$ cat src/rtl/seg7_msg_scroller.sv
// Scrolls a fixed 7-segment message across DIGITS displays, stepped by a
// debounced button and/or an auto-step prescaler, in either direction.
module seg7_msg_scroller #(
   parameter int unsigned          MSG_LEN    = 14,
   parameter int unsigned          DIGITS     = 4,
   parameter logic [8*MSG_LEN-1:0] MSG        = 112'h000E3E157E5F0E3E5F0E7E154F5B,
   parameter int unsigned          PRESC_W    = 24,
   parameter int unsigned          DEB_CYCLES = 16
) (
   input  logic                       clk,
   input  logic                       rst_n,
   input  logic                       step_in,
   input  logic                       mode,
   input  logic                       dir,
   input  logic                       hold,
   input  logic [PRESC_W-1:0]         period,
   output logic [8*DIGITS-1:0]        seg_out,
   output logic [$clog2(MSG_LEN)-1:0] index,
   output logic                       wrap
);

   localparam int unsigned    IW       = $clog2(MSG_LEN);
   localparam int unsigned    CW       = (DEB_CYCLES > 1) ? $clog2(DEB_CYCLES) : 1;
   localparam logic [CW-1:0]  DEB_LAST = CW'(DEB_CYCLES - 1);
   localparam logic [IW-1:0]  LAST     = IW'(MSG_LEN - 1);

   logic                 sync1;
   logic                 s;
   logic                 deb_level;
   logic [CW-1:0]        deb_cnt;
   logic                 deb_fire;
   logic                 man_step;
   logic [PRESC_W-1:0]   pcnt;
   logic                 auto_step;
   logic                 step;
   logic [IW-1:0]        index_next;
   logic                 wrap_next;
   logic [8*DIGITS-1:0]  window;
   int unsigned          pos;

   always_ff @(posedge clk or negedge rst_n) begin
      if (!rst_n) begin
         sync1 <= 1'b0;
         s     <= 1'b0;
      end else begin
         sync1 <= step_in;
         s     <= sync1;
      end
   end

   // The level flips on the same edge the step fires, so the step is decoded
   // combinationally from the flip condition rather than from a delayed level.
   assign deb_fire = (s != deb_level) && (deb_cnt == DEB_LAST);
   assign man_step = deb_fire && s;

   always_ff @(posedge clk or negedge rst_n) begin
      if (!rst_n) begin
         deb_cnt   <= '0;
         deb_level <= 1'b0;
      end else if (s == deb_level) begin
         deb_cnt <= '0;
      end else if (deb_fire) begin
         deb_level <= s;
         deb_cnt   <= '0;
      end else begin
         deb_cnt <= deb_cnt + CW'(1);
      end
   end

   assign auto_step = mode && !hold && (pcnt == period);

   always_ff @(posedge clk or negedge rst_n) begin
      if (!rst_n) begin
         pcnt <= '0;
      end else if (!mode || hold || (pcnt == period)) begin
         pcnt <= '0;
      end else begin
         pcnt <= pcnt + PRESC_W'(1);
      end
   end

   assign step = man_step || auto_step;

   always_comb begin
      index_next = index;
      wrap_next  = 1'b0;
      if (step) begin
         if (dir) begin
            if (index == '0) begin
               index_next = LAST;
               wrap_next  = 1'b1;
            end else begin
               index_next = index - IW'(1);
            end
         end else begin
            if (index == LAST) begin
               index_next = '0;
               wrap_next  = 1'b1;
            end else begin
               index_next = index + IW'(1);
            end
         end
      end
   end

   // Window is built from index_next so the display moves on the step edge.
   always_comb begin
      window = '0;
      pos    = 0;
      for (int unsigned k = 0; k < DIGITS; k++) begin
         pos = 32'(index_next) + k;
         if (pos >= MSG_LEN) pos = pos - MSG_LEN;
         window[8*k +: 8] = MSG[8*pos +: 8];
      end
   end

   always_ff @(posedge clk or negedge rst_n) begin
      if (!rst_n) begin
         index   <= '0;
         seg_out <= '0;
         wrap    <= 1'b0;
      end else begin
         index   <= index_next;
         seg_out <= window;
         wrap    <= wrap_next;
      end
   end

endmodule

$ cat config.mk
export PLATFORM = sky130hd
export DESIGN_NAME = seg7_msg_scroller
export DESIGN_NICKNAME = d
export VERILOG_FILES = /design/src/rtl/seg7_msg_scroller.sv
export SDC_FILE = /design/constraint.sdc
export NUM_CORES = 1
export LEC_CHECK = 0
export CAP_MARGIN = 20
export CORE_AREA = 3 3 113 115
export CTS_CLUSTER_SIZE = 20
export DETAILED_ROUTE_END_ITERATION = 12
export DIE_AREA = 0 0 116 118
export PLACE_DENSITY = 0.53
export REMOVE_ABC_BUFFERS = 1
export SETUP_SLACK_MARGIN = 0.05
export SKIP_CTS_REPAIR_TIMING = 1
export SLEW_MARGIN = 20
export SYNTH_ARGS = -nofsm -noshare
export SYNTH_HDL_FRONTEND = slang
export SYNTH_SLANG_ARGS = --single-unit
$ cat constraint.sdc
create_clock -name clk -period 6.4 [get_ports clk]
set_input_delay 1.28 -clock clk [delete_from_list [all_inputs] [get_ports clk]]
set_output_delay 1.28 -clock clk [all_outputs]
set_load 0.005 [all_outputs]
[Yosys cells after proc, flatten, opt, wreduce, memory -nomap -nowiden]
Cells that the tools add are included.
Storage, ports and cells
  register bits after elaboration: 68
  bits in latches: 0
  bits in writable memories: 0
  bits in read-only memories: 0
  bits of input ports: 30
  output and inout port bits: 37
  memories kept: 0
Cells by class
  add/sub/neg operators: 11
  $mul: 0
  div/mod/pow operators: 0
  order comparisons: 4
  equality and inequality tests: 5
  shift operators: 4
  mux-type cells: 15
  bitwise logic cells: 1
  reductions and logical operators: 11
Operators with widths (count)
  $shiftx A112 B33 Y8 const A: 4
  $mux W29: 4
  $add A24 B1 Y24 const B: 1
  $eq A24 B24 Y1: 1
  $mux W24: 1
  $mux W4: 6
  $sub A5 B4 Y6 const B: 3
  $ge A5 B4 Y1 const B: 3
  $add A4 B2 Y5 const B: 2
  $add A4 B1 Y4 const B: 2
  $eq A4 B4 Y1 const B: 2
  $add A4 B1 Y5 const B: 1
  $sub A4 B4 Y5 const B: 1
  $ge A4 B4 Y1 const B: 1
  $logic_and A1 B1 Y1: 4
  $logic_not A4 Y1: 1
  $mux W1: 4
  $sub A4 B1 Y4 const B: 1
  $logic_or A1 B1 Y1: 3
  $logic_not A1 Y1: 2
  $reduce_and A2 Y1: 1
  $eq A1 B1 Y1: 1
  $ne A1 B1 Y1: 1
  $not A1 Y1: 1

[Logic depth before layout (Yosys ltp)]
  word-level depth: 9
  depth in mapped cells: 20
  mapped depth without buffers: 18

[Least setup slack after synthesis]
OpenSTA, ideal clock, no wires.
  path type: input port to flip-flop
  start: input port period[19]
  end: register seg_out[28]
  library setup time: 0.122 ns
  arrival time: 5.186 ns
  data required time: 6.278 ns
  path slack: 1.093 ns
  stages: 17
  cell sequence: xor2_1 -> nor4_1 -> nand4_2 -> o21a_2 -> o21ai_0 -> nand2_1 -> inv_1 -> clkbuf_1 -> ha_1 -> nor2b_1 -> or3b_2 -> nand3_1 -> xnor2_1 -> buf_2 -> mux2i_4 -> a21bo_1 -> a2111oi_1
Between the ends
  word-level cells in the longest chain between the ends: 8
  elaborated cells on any way between the ends: 9
  those cells by class: add/sub: 2; order compare: 1; eq/ne: 1; shift: 1; mux: 2; reduce/logical: 2
Ends and longest elaborated chain
  from (decl): line 16  | input logic [PRESC_W-1:0] period,
  $eq A24 B24 Y1 *: line 70  | assign auto_step = mode && !hold && (pcnt == period);
  $logic_and A1 B1 Y1 *: line 70
  $logic_or A1 B1 Y1 *: line 82  | assign step = man_step || auto_step;
  $mux W4 *: line 87  | if (step) begin
  net index_next[1]: line 36  | logic [IW-1:0] index_next;
  $add A4 B2 Y5 *: line 111  | pos = 32'(index_next) + k;
  $sub A5 B4 Y6 or $ge A5 B4 Y1 (tied branches): line 112  | if (pos >= MSG_LEN) pos = pos - MSG_LEN;
  $mux W29 *: line 112
  $shiftx A112 B33 Y8 *: line 113  | window[8*k +: 8] = MSG[8*pos +: 8];
  net window[28]: line 38  | logic [8*DIGITS-1:0] window;
  to (signal assigned): line 124  | seg_out <= window;
  to (decl): line 17  | output logic [8*DIGITS-1:0] seg_out,
The timed path passes the listed nets; every way through them passes the cells marked *.
A chain may end at the register's enable or synchronous reset.

[Worst setup path after layout]
  start: input port period[2]
  end: register seg_out[28]
Same word-level chain as after synthesis.

==> impl_metrics.ini <==
[min_path]
worstHoldPathType = reg -> reg
min_from = sync1

[pwr]
total_power_uw = 990
total_leakage_power_uw = 0.00221
peakVddDrop_mv = 0.106
power_density_nw_per_um2 = 191

[setup_path]
rr_startpoint = pcnt[2]
crit_required_ns = 6.59
cp-start-kind = input port
critPathLaunch = period[2]
arrival_ns = 5.92
crit_type = in -> reg
cp-end-kind = flop
worstPathMaxFanout = 12

[status]
status = complete, no violations

[clocking]
clock-sinks = 60
cts-root-buf = clkbuf_16
cts_buffer_depth = 2
clk_pin_slew_worst_paths_ns = 0.05
clock_latency_ns = 0.33
htreeDepth = 3
cts_tree = done
cts_made_buffers = 9

[floorplanning]
io_pins = 67
fp.dieArea_um2 = 13700
rows = 40
die_h_um = 118
start_util_pct = 34.6
core_um2 = 11900
die_w_um = 116

[layout]
diodes = 0
nets = 565
seqCellArea_um2 = 1500
area_delta_synth_final_pct = 25.7
fillCellCount = 1143
final_area_um2 = 5180
drive_above_1_share_pct = 9.32
multi_input_area_um2 = 2420

[timing]
hold_viol_final = 0
finalSetupViolCount = 0
rsz0062_at_grt = no
fin_crit_sh_pct = 89.5
max_freq_mhz = 175
period_needed_ns = 5.73
final.setup.tns_ns = 0
clock_skew_ns = 0.00333
tightest_slew_ns = 0.817
slew_headroom_pct = 45.1
slew_violations = 0
finalWorstSetupSlack_ns = 0.674

[flow_run]
maxCapViolCount = 0

[drt]
drt_iter0_drc = 127
wire_per_inst_um = 14.3
num_vias = 3452
drt_drc_violations_left = 0
totalWireLength_mm = 9.59
drt-vias-per-instance = 5.13
drt_pass1_iterations = 4
detail-route-antenna-nets = 0

[synth]
synth_cell_types = 72
synth_xor_area_share_pct = 12.3
synth_enable_flop_cells = 0
synthArstFlopShare_pct = 100
synthAdderAreaFrac_pct = 4.74
muxShareOfSynthArea_pct = 2.79
synth_area_per_cell_um2 = 8.93
synth_top_family_by_area = simple AND/OR/NAND/NOR gates
seq_area_frac_synth_pct = 36.5
synth_compound_area_share_pct = 16.7
synth-simple-area-share_pct = 21.6
ys_seq_elements = 60
syn_inst = 461
synthFlopType = dfrtp_1
synth_area_um2 = 4120
synth_warnings = 0

[placed_design]
io_buffer_count = 62
hpwlAfterDp_mm = 6.94
place.gp.congestion = 0.879
dpl-instance-area_um2 = 4880
pre_cts_ws_ns = 0.435

[grt]
overflow = 0
grt_usage_pct = 14.7
first_global_vias = 3425
antenna_found_initial = 0
grt_start_max_net_pins = 61
grt_pass1_wl_mm = 16.2
[cell families after synthesis]
group	after synthesis
DFF	60
buffers and inverters	46
AOI/OAI and AO/OA	98
muxes	10
and+or+nand+nor	175
xor gates and xnor gates	55
adders and majority gates	16
other	1
[layout make-up]
type / instances / share of cell area, %
Clock buffer: 12 / 4.76
Clock inverter: 4 / 0.942
Inverter: 16 / 1.16
Multi-Input combinational cell: 358 / 46.7
Sequential cell: 60 / 29.0
Tap cell: 147 / 3.55
Timing Repair Buffer: 76 / 13.9
[cells in the final DEF (no fill, tap or decap), types with 3 or more instances in the layout]
master           instances
a21o_1                   3
nand2b_1                 4
o31ai_1                  3
inv_1                   14
o21ai_1                  3
clkbuf_16                9
conb_1                   4
nand3_1                 18
buf_4                   14
nor3_1                   8
dfrtp_1                 60
nor4_2                   4
nand2_1                 36
xnor2_1                 11
xor2_1                  41
nor2b_1                  8
a211oi_1                 4
and3_1                  11
a31oi_1                  5
a311oi_1                 4
clkdlybuf4s50_1         61
nor2_1                  60
o22ai_1                  3
ha_1                    14
a21oi_1                 30
o21bai_1                 3
nor4_1                   4
nand4_1                  6
or3_1                    3
and4_1                   4
o21ai_0                  9
mux2i_1                  7
[path summary, 6_finish.rpt]
check                              end  slack [ns]  cells after the start
min reg2reg                          s        0.35                      0
max reg2reg                seg_out[28]        1.56                     18
min                                  s        0.35                      0
max in group asynchronous  seg_out[20]        4.78                      2
min in group asynchronous     pcnt[22]        1.10                      2
max                        seg_out[28]        0.67                     19
[sequential cells by signal, summed over array words and instances (netlist names)]
| signal | cells |
|---|---|
| s | 1 |
| wrap | 1 |
| seg_out | 24 |
| sync1 | 1 |
| deb_level | 1 |
| index | 4 |
| pcnt | 24 |
| deb_cnt | 4 |
[synthesized netlist by cell type, types with 5 or more instances]
cell type	instances	share of area (%)
and3_1	11	1.7
buf_4	8	1.5
nor3_1	8	0.97
a21oi_1	30	3.6
a31oi_1	5	0.76
mux2i_1	7	1.7
ha_1	14	4.3
o21ai_0	9	1.1
dfrtp_1	60	36
clkbuf_1	18	1.6
nand3_1	18	2.2
inv_1	14	1.3
nand4_1	6	0.91
xnor2_1	12	2.6
nor2_1	60	5.5
xor2_1	41	8.7
nor2b_1	8	1.2
nand2_1	36	3.3
[metal layers]
| metal | wire length, µm | global-route usage (%) |
|---|---|---|
| met2 | 4660 | 24.8 |
| met5 | 0 | 0 |
| met1 | 4340 | 17.7 |
| met3 | 465 | 4.73 |
| met4 | 122 | 4.42 |
[metrics by stage]
step / utilization [%] / hold WS (ns) / cells
2_1_floorplan: - / 0.331 / 434
3_3_place_gp: 41.0 / 0.335 / 657
3_5_place_dp: 41.0 / 0.335 / 657
4_1_cts: 43.5 / 0.346 / 673
5_1_grt: 43.5 / 0.371 / 673
6_report: 43.5 / 0.346 / 673
[critical path, stage by stage]
cell	delay, ns
clkdlybuf4s50_1	0.41
xor2_1	0.16
nor4_2	0.47
nand3_1	0.23
o21a_2	0.31
or3_1	0.39
nand2_1	0.10
inv_1	0.06
buf_4	0.17
ha_1	0.28
xor2_1	0.23
inv_2	0.11
ha_1	0.29
and3_1	0.19
o311ai_0	0.12
o211a_1	0.19
mux2i_4	0.23
a21bo_1	0.24
a2111oi_1	0.44
[report_power, final]
group	internal [µW]	total, µW	switching (µW)	leakage, µW
clock	311	484	173	0.000147
sequential	390	396	6.15	0.000751
combinational	55.9	110	54.4	0.00131
total	757	990	234	0.00221
Power figures use the tool's default switching activity.
